[src/rtl/tristate_bus_arbiter.sv]
// tristate_bus_arbiter
// Round-robin arbiter that owns the 2-bit select of the decoder/tri-state
// 4:1 bus. It grants one source at a time, bounds each tenure when others
// are waiting, and leaves the bus idle for a turnaround gap between owners
// so two tri-state drivers never drive the bus together.
module tristate_bus_arbiter #(
   parameter int MAX_HOLD    = 8,
   parameter int TURN_CYCLES = 1
) (
   input  logic       clk,
   input  logic       rst_n,
   input  logic [3:0] req,
   output logic [1:0] sel,
   output logic [3:0] gnt,
   output logic       bus_en,
   output logic       busy
);

   localparam int HW = $clog2(MAX_HOLD);
   localparam int TW = (TURN_CYCLES > 1) ? $clog2(TURN_CYCLES) : 1;
   localparam logic [HW-1:0] HOLD_LAST = HW'(MAX_HOLD - 1);
   localparam logic [TW-1:0] TURN_LAST = TW'(TURN_CYCLES - 1);

   typedef enum logic [1:0] {
      IDLE  = 2'd0,
      GRANT = 2'd1,
      TURN  = 2'd2
   } state_t;

   state_t        state, state_nxt;
   logic [1:0]    last, last_nxt;
   logic [1:0]    sel_nxt;
   logic [HW-1:0] hold_cnt, hold_nxt;
   logic [TW-1:0] turn_cnt, turn_nxt;
   logic [3:0]    gnt_nxt;
   logic          bus_en_nxt;
   logic          busy_nxt;
   logic [1:0]    win;
   logic [1:0]    idx;
   logic [3:0]    others;
   logic          release_now;
   logic          expire_now;

   // Round-robin pick: scan last+1 .. last+4 (the last owner is scanned
   // last, so it has lowest priority); scanning backwards lets the
   // highest-priority hit overwrite the others.
   always_comb begin
      win = 2'd0;
      idx = 2'd0;
      for (int k = 4; k >= 1; k--) begin
         idx = last + 2'(k);
         if (req[idx]) begin
            win = idx;
         end
      end
   end

   // Tenure end conditions: the owner drops its request, or the hold
   // window is used up while somebody else is waiting.
   always_comb begin
      others      = req & ~(4'b0001 << sel);
      release_now = ~req[sel];
      expire_now  = (hold_cnt == HOLD_LAST) && (|others);
   end

   // Next-state logic; all outputs are computed from the next state so they
   // leave the flops glitch-free with no path from req to the pins.
   always_comb begin
      state_nxt = state;
      sel_nxt   = sel;
      last_nxt  = last;
      hold_nxt  = hold_cnt;
      turn_nxt  = turn_cnt;
      case (state)
         IDLE: begin
            if (|req) begin
               state_nxt = GRANT;
               sel_nxt   = win;
               last_nxt  = win;
               hold_nxt  = '0;
            end
         end
         GRANT: begin
            if (release_now || expire_now) begin
               state_nxt = TURN;
               turn_nxt  = '0;
            end else if (hold_cnt != HOLD_LAST) begin
               hold_nxt = hold_cnt + 1'b1;
            end
         end
         TURN: begin
            if (turn_cnt == TURN_LAST) begin
               if (|req) begin
                  state_nxt = GRANT;
                  sel_nxt   = win;
                  last_nxt  = win;
                  hold_nxt  = '0;
               end else begin
                  state_nxt = IDLE;
               end
            end else begin
               turn_nxt = turn_cnt + 1'b1;
            end
         end
         default: begin
            state_nxt = IDLE;
         end
      endcase
      gnt_nxt    = (state_nxt == GRANT) ? (4'b0001 << sel_nxt) : 4'b0000;
      bus_en_nxt = (state_nxt == GRANT);
      busy_nxt   = (state_nxt != IDLE);
   end

   // State, pointer, counters and registered outputs; reset clears the bus
   // immediately and restarts the pointer so source 0 is scanned first.
   always_ff @(posedge clk or negedge rst_n) begin
      if (!rst_n) begin
         state    <= IDLE;
         sel      <= 2'd0;
         last     <= 2'd3;
         hold_cnt <= '0;
         turn_cnt <= '0;
         gnt      <= 4'b0000;
         bus_en   <= 1'b0;
         busy     <= 1'b0;
      end else begin
         state    <= state_nxt;
         sel      <= sel_nxt;
         last     <= last_nxt;
         hold_cnt <= hold_nxt;
         turn_cnt <= turn_nxt;
         gnt      <= gnt_nxt;
         bus_en   <= bus_en_nxt;
         busy     <= busy_nxt;
      end
   end

endmodule

[config.mk]
export PLATFORM = sky130hd
export DESIGN_NAME = tristate_bus_arbiter
export DESIGN_NICKNAME = d
export VERILOG_FILES = /design/src/rtl/tristate_bus_arbiter.sv
export SDC_FILE = /design/constraint.sdc
export NUM_CORES = 1
export LEC_CHECK = 0
export CAP_MARGIN = 5
export CORE_MARGIN = 3
export CORE_UTILIZATION = 50
export DETAILED_ROUTE_END_ITERATION = 12
export PLACE_DENSITY = 0.76
export SLEW_MARGIN = 20
export SYNTH_ARGS = -nofsm -noshare
export SYNTH_HDL_FRONTEND = slang
export SYNTH_SLANG_ARGS = --single-unit
export TNS_END_PERCENT = 30
[constraint.sdc]
create_clock -name clk -period 1.95 [get_ports clk]
set_input_delay 0.2925 -clock clk [delete_from_list [all_inputs] [get_ports clk]]
set_output_delay 0.2925 -clock clk [all_outputs]
set_load 0.005 [all_outputs]
# ---- After elaboration in Yosys (flattened, before gate mapping)
# Index checks and enable logic that the tools add are counted.
# Widths: inputs -> output; s select.
dict set report totals {
  register_bits 16
  in_bits 6
  output_inout_bits 8
  wordCells 78
}
dict set report classes {
  n_addsub 5
  order_cmp 5
  n_eq_ne 9
  shift 2
  n_mux 34
  bitwise_logic 3
  reduce_logical 12
}
# cell count
set ops {}
lappend ops {{$mux 2} 11}
lappend ops {{$lt 2x3->1 const B} 5}
lappend ops {{$mux 3} 4}
lappend ops {{$bmux 1 s2} 5}
lappend ops {{$pmux 3 s3} 1}
lappend ops {{$mux 1} 8}
lappend ops {{$ne 2x2->1 const B} 4}
lappend ops {{$pmux 2 s2} 2}
lappend ops {{$reduce_or 4->1} 2}
lappend ops {{$shl 1x2->4 const A} 2}
lappend ops {{$pmux 2 s3} 1}
lappend ops {{$reduce_bool 2->1} 3}
lappend ops {{$add 2x2->2 const B} 2}
lappend ops {{$and 4x4->4} 1}
lappend ops {{$eq 2x1->1 const B} 2}
lappend ops {{$mux 4} 1}
lappend ops {{$not 4->4} 1}
lappend ops {{$reduce_and 2->1} 2}
lappend ops {{$reduce_and 4->1} 1}
lappend ops {{$add 3x1->3 const B} 1}
lappend ops {{$eq 3x3->1 const B} 1}
lappend ops {{$ne 3x3->1 const B} 1}
lappend ops {{$reduce_bool 3->1} 1}
lappend ops {{$add 2x1->2 const B} 1}
lappend ops {{7 further kinds} 7}

# ---- Longest topological paths before layout
dict set report logic_depth {
  depth_word 11
  mapped_depth 7
  depth_no_buf 7
}

# ---- Worst setup path after synthesis
# No wires, ideal clock.
dict set report synth_path {
  kind {input -> register}
  startpoint {input port req[2]}
  endpoint {register gnt[3]}
  setup_ns 0.119
  arrival_ns 1.343
  required_time_ns 1.831
  setup_slack_ns 0.488
  path_stages 7
  path_buffers 1
  cell_sequence {buf_4 > or3_1 > a31oi_1 > a2111oi_2 > a21oi_2 > inv_2 > and2_1}
}
dict set report synth_via {
  elab_chain_cells 11
  word_cells_on_any_way 31
  classes_between {eq/ne: 1; shift: 1; mux: 23; bitwise: 2; reduce/logical: 4}
}
# item line_no
set synth_lines {}
lappend synth_lines {{start: declaration} 12} ;# input logic [3:0] req,
lappend synth_lines {{$bmux 1 s2} 52} ;# if (req[idx]) begin
lappend synth_lines {{$mux 1 (implied by the code)} 52}
lappend synth_lines {{$mux 2 (4 in series)} 52}
lappend synth_lines {{$mux 2 (*)} {76, 93}}
lappend synth_lines {{$mux 2} 92} ;# if (turn_cnt == TURN_LAST) begin
lappend synth_lines {{$pmux 2 s2 (*)} 74} ;# case (state)
lappend synth_lines {{named net sel_nxt[1]} 32} ;# logic [1:0] sel_nxt;
lappend synth_lines {{$shl 1x2->4 (*)} 109} ;# gnt_nxt = (state_nxt == GRANT) ? (4'b0001 << sel_nxt) : 4'b0000;
lappend synth_lines {{$mux 4 (*)} 109}
lappend synth_lines {{named net gnt_nxt[3]} 35} ;# logic [3:0] gnt_nxt;
lappend synth_lines {{end signal: assignment} 132} ;# gnt <= gnt_nxt;
lappend synth_lines {{end: declaration} 14} ;# output logic [3:0] gnt,
# The timed path passes the listed nets; every way through them passes the cells marked *. The select of a mux whose other input is x is not followed.
# A chain may end at the register's enable or synchronous reset.

# ---- Worst setup path in the final report
# Ends and elaborated chain as after synthesis.

==> impl_metrics.json <==
{
  "dpl.hpwl_mm": 1.36,
  "status": "completed",
  "start_util_pct": 54.5,
  "port-buffer-count": 13,
  "slew_violations": 0,
  "cts_buffer_depth": 2,
  "grt_pass1_wl_mm": 2.90,
  "synth_edf_count": 0,
  "fp.dieW_um": 47.0,
  "die_area_sq_um": 2210,
  "drt_iter0_drc": 29,
  "cts-root-buf": "clkbuf_4",
  "fmax_mhz": 579,
  "grt.total_usage_pct": 18.0,
  "synth.cell_area_sq_um": 841,
  "r2r_slack_ns": 0.34,
  "place_inst": 120,
  "clkSlewWorstSetupHoldPaths_ns": 0.09,
  "area_growth_pct": 24.3,
  "post_cts_buffers": 0,
  "rows": 14,
  "ctsResizeCount": 0,
  "synth_nets": 95,
  "start_kind": "input port",
  "synthDistinctLibCells": 33,
  "core-area_sq_um": 1540,
  "hold_class": "in -> async",
  "synth_area_per_cell_sq_um": 9.66,
  "cts_tree": "built",
  "leakagePower_nw": 0.489,
  "fin_skew_ns": 0.00609,
  "avgRoutedWirePerCell_um": 13.9,
  "nNetsFinal": 117,
  "crit_type": "in -> reg",
  "netlist_instances": 87,
  "end_kind": "flip-flop",
  "power.total_mw": 1.47,
  "grt_pass1_vias": 670,
  "vias_per_cell": 5.65,
  "timing.final.crit_share_pct": 88.6,
  "cts_buffers": 3,
  "grt_max_degree": 16,
  "clk_latency_ns": 0.28,
  "max_slew.worst_pin.slew_ns": 0.631,
  "antenna_found_initial": 0,
  "ant_nets": 0,
  "routed_wl_mm": 1.72,
  "synthFlopType": "dfrtp_1",
  "stdcell_count": 124,
  "gp_congestion": 0.804,
  "cts_hold_buf": 0,
  "worstPathArrival_ns": 1.95,
  "powerDensity_nw_per_um2": 1410,
  "yosys_warnings": 0,
  "relSlewSlack_pct": 57.8,
  "drive_gt1_share_pct": 20.4,
  "synth_seq_cells": 15,
  "hold_viol_final": 0,
  "cts.sinks": 15,
  "io-pin-count": 14,
  "ys_seq_area_share_pct": 44.9,
  "period_needed_ns": 1.73,
  "drtPass1Iterations": 4,
  "die_h_um": 47.0,
  "grt_remaining_overflow": 0,
  "path_max_fanout": 9,
  "route.detailed.drc": 0,
  "insertedDiodeCount": 0,
  "async_flop_share_pct": 100,
  "cp.required_ns": 2.17,
  "rsz0062_at_grt": "no",
  "ir_drop_mv": 0.841,
  "setup_viol": 0,
  "cap_violations": 0,
  "htreeDepth": 1,
  "vias": 701
}
[through the flow]
stage	TNS, ns	instance area [sq um]	util (%)	setup slack (ns)	hold WS, ns
5_1_grt	0	1040	67.8	0.0710	0.427
3_3_place_gp	-0.0792	1020	66.0	-0.0329	0.472
6_report	0	1040	67.8	0.222	0.400
2_1_floorplan	0	841	-	0.488	-0.00309
4_1_cts	0	1040	67.8	0.235	0.418
3_5_place_dp	-0.129	1020	66.0	-0.0455	0.475
[state kept, by name, summed over array words and instances, names as in the netlist]
register	flops
hold_cnt	3
last	2
busy	1
state	2
bus_en	1
gnt	4
sel	2
[critical path, stage by stage]
cell and delay, ns:
clkdlybuf4s50_1 0.64, nor2_2 0.08, a21o_4 0.23, a2111oi_2 0.42, a21oi_2 0.09, inv_2 0.08, and2_1 0.12
[worst paths after layout]
| check | depth (start not counted) | endpoint | startpoint |
|---|---|---|---|
| min reg2reg | 1 | hold_cnt[0] | hold_cnt[0] |
| min in group clk | 1 | hold_cnt[0] | hold_cnt[0] |
| min | 1 | gnt[3] | rst_n |
| max reg2reg | 5 | gnt[3] | sel[1] |
| max | 7 | gnt[3] | req[2] |
| max in group asynchronous | 1 | sel[0] | rst_n |
[synthesized netlist by cell type (3+ instances only)]
cell type,n,area (sq um)
nor2b_1,4,25.0
nand2_1,11,41.3
mux2i_1,4,40.0
dfrtp_1,13,325
inv_1,4,15.0
nor2_1,7,26.3
a21oi_1,6,30.0
o31ai_1,4,30.0
nand2b_1,3,18.8
[where the power goes]
| group | leakage, nW | internal [mW] | switching [mW] | total [mW] |
|---|---|---|---|---|
| logic | 0.287 | 0.381 | 0.340 | 0.721 |
| registers | 0.184 | 0.463 | 0.116 | 0.579 |
| clock network | 0.0177 | 0.0760 | 0.0924 | 0.168 |
| total | 0.489 | 0.920 | 0.548 | 1.47 |
[cell families (layout without fill, tap and decap cells)]
| group | count (synthesis) | after routing | share of synthesized area, % |
|---|---|---|---|
| fa+ha+maj | 2 | 2 | 2.98 |
| compound gates | 20 | 20 | 18.0 |
| flops | 15 | 15 | 44.9 |
| mux | 5 | 5 | 6.10 |
| buf+inv | 10 | 31 | 7.14 |
| simple gates | 35 | 35 | 20.8 |
[final cells by class]
type                       count  area [sq um]
fill                         123           497
sequential                    15           378
clock inverter                 1          5.00
timing repair buffer          22           198
clock buffer                   3          22.5
tap                           16          20.0
multi-input combinational     62           403
inverter                       5          18.8
[placed cells by master, fill, tap and decap left out]
cell type / instances
clkdlybuf4s50_1: 13
nor4_1: 2
o31ai_1: 4
nand3b_1: 1
a21oi_2: 1
a21o_1: 1
dfstp_2: 2
inv_2: 1
a31oi_1: 2
a21oi_1: 6
nor3_1: 1
nor2_1: 7
ha_1: 2
buf_4: 9
o32ai_1: 1
clkbuf_4: 3
o41ai_1: 1
dfrtp_1: 13
mux2_2: 1
clkinv_2: 1
nor3b_1: 1
o22ai_1: 1
nor2_2: 1
a21o_4: 1
or3_1: 1
nor2b_1: 4
a2111oi_2: 1
nand2b_1: 3
o2bb2ai_1: 1
and2_1: 2
mux2i_1: 4
inv_1: 4
or2_2: 1
nand2_1: 11
[metal layers]
layer / share of wire [%] / track usage [%] / wire (um) / up-vias
met5: 0 / 0 / 0 / -
met4: 0 / 3.87 / 0 / 0
met1: 45 / 23.4 / 781 / 330
met3: 5.2 / 4.98 / 89 / 0
li1: - / - / - / 344
met2: 49 / 29.8 / 849 / 27
Power figures use the tool's default switching activity.
